## config.mk

```make
export PLATFORM = sky130hd
export DESIGN_NAME = mem_arbiter
export DESIGN_NICKNAME = d
export VERILOG_FILES = /design/src/rtl/mem_arbiter.sv
export SDC_FILE = /design/constraint.sdc
export NUM_CORES = 1
export LEC_CHECK = 0
export BUFFER_PORTS_ARGS = -buffer_cell sky130_fd_sc_hd__buf_2
export CORE_MARGIN = 3
export CORE_UTILIZATION = 35
export CTS_BUF_LIST = sky130_fd_sc_hd__clkbuf_8
export DETAILED_ROUTE_END_ITERATION = 10
export GPL_TIMING_DRIVEN = 1
export PLACE_DENSITY = 0.68
export RECOVER_POWER = 100
export SYNTH_ARGS = -nofsm -noshare
export SYNTH_HDL_FRONTEND = slang
export SYNTH_SLANG_ARGS = --single-unit
```

## constraint.sdc

```tcl
create_clock -name clk -period 3 [get_ports clk]
set_clock_uncertainty 0.05 [all_clocks]
set_input_delay 0 -clock clk [delete_from_list [all_inputs] [get_ports clk]]
set_output_delay 0 -clock clk [all_outputs]
set_load 0.1 [all_outputs]
```

## src/rtl/mem_arbiter.sv

```systemverilog
// Round-robin arbiter sharing one 64-bit memory port between instruction fetch and data access.
// Aligns store lanes/strobes, extends load data, and flags misaligned requests without a bus cycle.
module mem_arbiter #(
    parameter int unsigned ADDR_W = 64
) (
    input  logic              clk,
    input  logic              rst,
    input  logic              ireq_valid,
    input  logic [ADDR_W-1:0] ireq_addr,
    output logic              ires_valid,
    output logic [31:0]       ires_instr,
    output logic              ires_err,
    input  logic              dreq_valid,
    input  logic              dreq_we,
    input  logic [2:0]        dreq_info,
    input  logic [ADDR_W-1:0] dreq_addr,
    input  logic [63:0]       dreq_wdata,
    output logic              dres_valid,
    output logic [63:0]       dres_rdata,
    output logic              dres_err,
    output logic              bus_valid,
    output logic [ADDR_W-1:0] bus_addr,
    output logic              bus_we,
    output logic [7:0]        bus_strb,
    output logic [63:0]       bus_wdata,
    input  logic              bus_ready,
    input  logic [63:0]       bus_rdata
);

    typedef enum logic [1:0] {IDLE, IBUS, DBUS, RESP} state_t;

    state_t            r_state, w_nxt_state;
    logic              r_last_d, w_nxt_last_d;
    logic              r_is_d, w_nxt_is_d;
    logic              r_we, w_nxt_we;
    logic [2:0]        r_info, w_nxt_info;
    logic [2:0]        r_off, w_nxt_off;

    logic              r_bus_valid, w_nxt_bus_valid;
    logic [ADDR_W-1:0] r_bus_addr, w_nxt_bus_addr;
    logic              r_bus_we, w_nxt_bus_we;
    logic [7:0]        r_bus_strb, w_nxt_bus_strb;
    logic [63:0]       r_bus_wdata, w_nxt_bus_wdata;
    logic              r_ires_valid, w_nxt_ires_valid;
    logic [31:0]       r_ires_instr, w_nxt_ires_instr;
    logic              r_ires_err, w_nxt_ires_err;
    logic              r_dres_valid, w_nxt_dres_valid;
    logic [63:0]       r_dres_rdata, w_nxt_dres_rdata;
    logic              r_dres_err, w_nxt_dres_err;

    logic              w_grant_d;
    logic              w_d_misaligned;
    logic [7:0]        w_d_strb_base;

    function automatic logic [63:0] f_load(input logic [63:0] d, input logic [2:0] off,
                                           input logic [2:0] info);
        logic [63:0] s;
        s = d >> {off, 3'b000};
        case (info[1:0])
            2'd0:    f_load = info[2] ? {56'd0, s[7:0]}  : {{56{s[7]}}, s[7:0]};
            2'd1:    f_load = info[2] ? {48'd0, s[15:0]} : {{48{s[15]}}, s[15:0]};
            2'd2:    f_load = info[2] ? {32'd0, s[31:0]} : {{32{s[31]}}, s[31:0]};
            default: f_load = s;
        endcase
    endfunction

    always_comb begin
        w_d_misaligned = 1'b0;
        w_d_strb_base  = 8'h01;
        case (dreq_info[1:0])
            2'd0: begin w_d_misaligned = 1'b0;             w_d_strb_base = 8'h01; end
            2'd1: begin w_d_misaligned = dreq_addr[0];     w_d_strb_base = 8'h03; end
            2'd2: begin w_d_misaligned = |dreq_addr[1:0];  w_d_strb_base = 8'h0F; end
            default: begin w_d_misaligned = |dreq_addr[2:0]; w_d_strb_base = 8'hFF; end
        endcase
    end

    // On a tie, data wins unless data took the previous grant.
    assign w_grant_d = dreq_valid && (!ireq_valid || !r_last_d);

    always_comb begin
        w_nxt_state      = r_state;
        w_nxt_last_d     = r_last_d;
        w_nxt_is_d       = r_is_d;
        w_nxt_we         = r_we;
        w_nxt_info       = r_info;
        w_nxt_off        = r_off;
        w_nxt_bus_valid  = r_bus_valid;
        w_nxt_bus_addr   = r_bus_addr;
        w_nxt_bus_we     = r_bus_we;
        w_nxt_bus_strb   = r_bus_strb;
        w_nxt_bus_wdata  = r_bus_wdata;
        w_nxt_ires_valid = r_ires_valid;
        w_nxt_ires_instr = r_ires_instr;
        w_nxt_ires_err   = r_ires_err;
        w_nxt_dres_valid = r_dres_valid;
        w_nxt_dres_rdata = r_dres_rdata;
        w_nxt_dres_err   = r_dres_err;

        case (r_state)
            IDLE: begin
                if (ireq_valid || dreq_valid) begin
                    w_nxt_last_d = w_grant_d;
                    w_nxt_is_d   = w_grant_d;
                    if (w_grant_d) begin
                        w_nxt_we   = dreq_we;
                        w_nxt_info = dreq_info;
                        w_nxt_off  = dreq_addr[2:0];
                        if (w_d_misaligned) begin
                            w_nxt_state      = RESP;
                            w_nxt_dres_valid = 1'b1;
                            w_nxt_dres_err   = 1'b1;
                            w_nxt_dres_rdata = '0;
                        end else begin
                            w_nxt_state     = DBUS;
                            w_nxt_bus_valid = 1'b1;
                            w_nxt_bus_addr  = {dreq_addr[ADDR_W-1:3], 3'b000};
                            w_nxt_bus_we    = dreq_we;
                            w_nxt_bus_strb  = w_d_strb_base << dreq_addr[2:0];
                            w_nxt_bus_wdata = dreq_wdata << {dreq_addr[2:0], 3'b000};
                        end
                    end else begin
                        w_nxt_we   = 1'b0;
                        w_nxt_info = 3'd2;
                        w_nxt_off  = ireq_addr[2:0];
                        if (|ireq_addr[1:0]) begin
                            w_nxt_state      = RESP;
                            w_nxt_ires_valid = 1'b1;
                            w_nxt_ires_err   = 1'b1;
                            w_nxt_ires_instr = '0;
                        end else begin
                            w_nxt_state     = IBUS;
                            w_nxt_bus_valid = 1'b1;
                            w_nxt_bus_addr  = {ireq_addr[ADDR_W-1:3], 3'b000};
                            w_nxt_bus_we    = 1'b0;
                            w_nxt_bus_strb  = ireq_addr[2] ? 8'hF0 : 8'h0F;
                            w_nxt_bus_wdata = '0;
                        end
                    end
                end
            end
            IBUS, DBUS: begin
                if (bus_ready) begin
                    w_nxt_state     = RESP;
                    w_nxt_bus_valid = 1'b0;
                    w_nxt_bus_addr  = '0;
                    w_nxt_bus_we    = 1'b0;
                    w_nxt_bus_strb  = '0;
                    w_nxt_bus_wdata = '0;
                    if (r_is_d) begin
                        w_nxt_dres_valid = 1'b1;
                        w_nxt_dres_err   = 1'b0;
                        w_nxt_dres_rdata = r_we ? 64'd0 : f_load(bus_rdata, r_off, r_info);
                    end else begin
                        w_nxt_ires_valid = 1'b1;
                        w_nxt_ires_err   = 1'b0;
                        w_nxt_ires_instr = r_off[2] ? bus_rdata[63:32] : bus_rdata[31:0];
                    end
                end
            end
            default: begin
                w_nxt_state      = IDLE;
                w_nxt_ires_valid = 1'b0;
                w_nxt_ires_instr = '0;
                w_nxt_ires_err   = 1'b0;
                w_nxt_dres_valid = 1'b0;
                w_nxt_dres_rdata = '0;
                w_nxt_dres_err   = 1'b0;
            end
        endcase
    end

    always_ff @(posedge clk or negedge rst) begin
        if (!rst) begin
            r_state      <= IDLE;
            r_last_d     <= 1'b0;
            r_is_d       <= 1'b0;
            r_we         <= 1'b0;
            r_info       <= '0;
            r_off        <= '0;
            r_bus_valid  <= 1'b0;
            r_bus_addr   <= '0;
            r_bus_we     <= 1'b0;
            r_bus_strb   <= '0;
            r_bus_wdata  <= '0;
            r_ires_valid <= 1'b0;
            r_ires_instr <= '0;
            r_ires_err   <= 1'b0;
            r_dres_valid <= 1'b0;
            r_dres_rdata <= '0;
            r_dres_err   <= 1'b0;
        end else begin
            r_state      <= w_nxt_state;
            r_last_d     <= w_nxt_last_d;
            r_is_d       <= w_nxt_is_d;
            r_we         <= w_nxt_we;
            r_info       <= w_nxt_info;
            r_off        <= w_nxt_off;
            r_bus_valid  <= w_nxt_bus_valid;
            r_bus_addr   <= w_nxt_bus_addr;
            r_bus_we     <= w_nxt_bus_we;
            r_bus_strb   <= w_nxt_bus_strb;
            r_bus_wdata  <= w_nxt_bus_wdata;
            r_ires_valid <= w_nxt_ires_valid;
            r_ires_instr <= w_nxt_ires_instr;
            r_ires_err   <= w_nxt_ires_err;
            r_dres_valid <= w_nxt_dres_valid;
            r_dres_rdata <= w_nxt_dres_rdata;
            r_dres_err   <= w_nxt_dres_err;
        end
    end

    assign bus_valid  = r_bus_valid;
    assign bus_addr   = r_bus_addr;
    assign bus_we     = r_bus_we;
    assign bus_strb   = r_bus_strb;
    assign bus_wdata  = r_bus_wdata;
    assign ires_valid = r_ires_valid;
    assign ires_instr = r_ires_instr;
    assign ires_err   = r_ires_err;
    assign dres_valid = r_dres_valid;
    assign dres_rdata = r_dres_rdata;
    assign dres_err   = r_dres_err;

endmodule
```

==> impl_metrics.toml <==
[status]
status = "finished, final reports clean"

[placement]
gp_congestion = 0.9163
dp.final_hpwl_um = 42430
portBuffers = 499

[floorplanning]
die_h_um = 205.4
ioPinCount = 503
start_util_pct = 35.75
core_mm2 = 0.03892
fp.dieW_um = 205.4
rows = 72
die_area_mm2 = 0.04219

[cts]
cts_buffer_depth = 3
htreeDepth = 2
post_cts_buffers = 0
cts_sinks = 245
clkLatencyLatePin_ns = 0.59
cts-root-buf = "clkbuf_8"
clk_pin_slew_worst_paths_ns = 0.07
cts_tree = "yes"
cts_buffers = 45

[synthesis]
synth.distinct_cells = 59
synthTopCellsByCount = "284 x nand2_1, 245 x dfrtp_1, 168 x mux2i_1, 151 x o21ai_0, 78 x nor2_1"
ys_ff_latch = 245
yosys.area.top_type = "dfrtp_1"
syn_area_mm2 = 0.01391
synth_top_area_share_pct = 44.06
synthFlopType = "dfrtp_1"
seq_area_frac_synth_pct = 44.06
synthCells = 1480
synth_edf_count = 0
postSynthAreaPerCell_um2 = 9.402
async_flop_share_pct = 100.0
yosys-top-cells-area = "dfrtp_1 44%, mux2i_1 12%, nand2_1 7.7%"
ys_warn_count = 0
synth_most_common_cell = "nand2_1"

[worst_setup_path]
max_stage_delay_ns = 0.60
crit_family = "buffers and inverters"
worstPathCellList = "dlygate4sd3_1 -> buf_2 -> clkbuf_8 -> mux2_2 -> dlygate4sd3_1 -> o211ai_1 -> dlygate4sd3_1 -> o21ai_0 -> a32o_1"
crit_buf_inv = 5
startpoint_type = "primary input"
worstPathMaxFanout = 66
path_class = "in2reg"
cp.arrival_ns = 3.37
critPathCaptureType = "register"
cp.required_ns = 3.44
crit_top_cell = "dlygate4sd3_1"
slowest_stage = "dlygate4sd3_1"

[routing]
routedWlPerCell_um = 22.56
vias = 15540
viasPerCell = 5.521
drc = 0
detail-route-antenna-nets = 0
drt_iter0_drc = 1455
wirelength_um = 63510
first_pass_iters = 7

[sta]
drv_slew = 0
relSlewSlack_pct = 7.074
fmaxAchievable_mhz = 341.8
worst_pin_slew_ns = 1.400
setup_viol = 0
fin_crit_sh_pct = 97.51
timing.hold.ws_ns = 0.04668
hold_viol = 0
min_period_ns = 2.925
fin_setup_tns_ns = 0
rsz0062_at_grt = "false"

[cells_and_area]
nNetsFinal = 2526
drive_above_1_share_pct = 19.72
area_growth_pct = 49.08

[power_and_ir_drop]
power_mw = 23.52
ir_worst_vdd_v = 0.0008007
leakagePower_nw = 9.364
power_density_mw_per_mm2 = 1134

[global_routing]
track_usage_pct = 28.96
grt_pass1_wl_um = 94160
antenna_found_initial = 6
grt_max_degree = 89
grt_overflow_total = 0
grt_pass1_vias = 16040

[job]
drv_cap = 0

[worst_hold_path]
hold_class = "in2reg"
[what timing repair did]
item	4_1_cts	5_1_grt
hold buffers	333	0
setup endpoints to repair	0	6
hold endpoints to repair	473	0
gates resized for setup	0	2
[area by class of cell]
class | count | area [um^2]
Fill cell | 3544 | 18170
Multi-Input combinational cell | 1084 | 7003
Tap cell | 518 | 648.1
Antenna cell | 5 | 12.51
Clock inverter | 19 | 190.2
Sequential cell | 245 | 6135
Inverter | 15 | 56.30
Clock buffer | 62 | 853.3
Timing Repair Buffer | 867 | 5846
[worst paths after layout]
path                                startpoint  depth (start not counted)        endpoint  slack, ns
worst max-delay path              dreq_addr[1]                          9   bus_wdata[57]       0.07
worst min-delay path            dreq_wdata[33]                          5   bus_wdata[49]       0.05
worst max register to register        r_off[0]                          5  dres_rdata[26]       0.21
worst min register to register   bus_wdata[29]                          2   bus_wdata[29]       0.42
max in group asynchronous                  rst                          4   bus_wdata[35]       0.62
min in group asynchronous                  rst                          3  ires_instr[19]       0.49
[worst min-delay path: cells and delay by family]
kind | cells | cell delay, ns
compound gates | 1 | 0.07
buf+inv | 1 | 0.11
mux | 3 | 0.47
[sequential cells by signal (all words and copies together) (netlist names), 2 cells and up]
register    cells
dres_rdata     64
bus_wdata      64
r_info          3
r_state         2
ires_instr     32
r_off           3
bus_strb        8
bus_addr       61
[cell families after synthesis]
family,after synthesis,share of synthesized area (%)
buf+inv,153,4.999
mux,214,15.89
other cells,1,0.02695
fa+ha+maj,3,0.2698
simple gates,434,13.19
flops,245,44.06
compound gates,430,21.56
[metrics by stage]
stage                     utilization [%]  setup WS [ns]  instance area (um^2)  std cells
after floorplan                         -         0.7564                 13920       1482
after global placement              43.35         0.5461                 16870       2396
after detailed placement            43.35         0.4665                 16870       2396
after CTS                           54.60        0.06285                 21250       2810
after global routing                53.29        0.03212                 20740       2813
final                               53.30        0.07463                 20740       2815
[layout by cell type (no fill, tap or decap), types with 6 or more instances in the layout]
master         synthesis  layout
buf_2                 46     263
clkbuf_1              69     237
a21oi_1               46      45
a211o_1                9       8
nand2b_1              20      20
inv_1                 15      23
a21o_1                 7       6
nand2_1              284     284
a32o_1                20      20
a2bb2oi_1              7       7
a31o_2                 7       7
nor2_1                78      78
buf_4                  5      23
a31oi_1               16      16
o211ai_1              10      10
nor3_1                11      11
dfrtp_1              245     242
mux2_2                45      45
o22ai_1               14      14
and3_1                 7       7
nor2b_1               15      15
a211oi_1              20      20
o31ai_2               30       7
a221o_1               16      15
o31ai_1               56      79
dlygate4sd3_1          0     333
mux2i_1              168     168
clkbuf_8               0      63
o21ai_0              151     151
[routing by layer]
layer  routed length (um)  track usage, %  vias up  part of all wire [%]
met4                 4166           16.55        4                   6.6
met3                 6064           7.784      267                   9.5
li1                     -               -     6872                     -
met1                23570           33.98     7437                    37
met2                29680           47.91      963                    47
met5                   25               0        -                 0.039
[power by group]
part | internal [mW] | switching (mW)
Clock | 2.18 | 1.55
Sequential | 4.27 | 0.702
Combinational | 3.24 | 11.6
Total | 9.69 | 13.8
No activity file was read; power rests on OpenSTA's default activity.
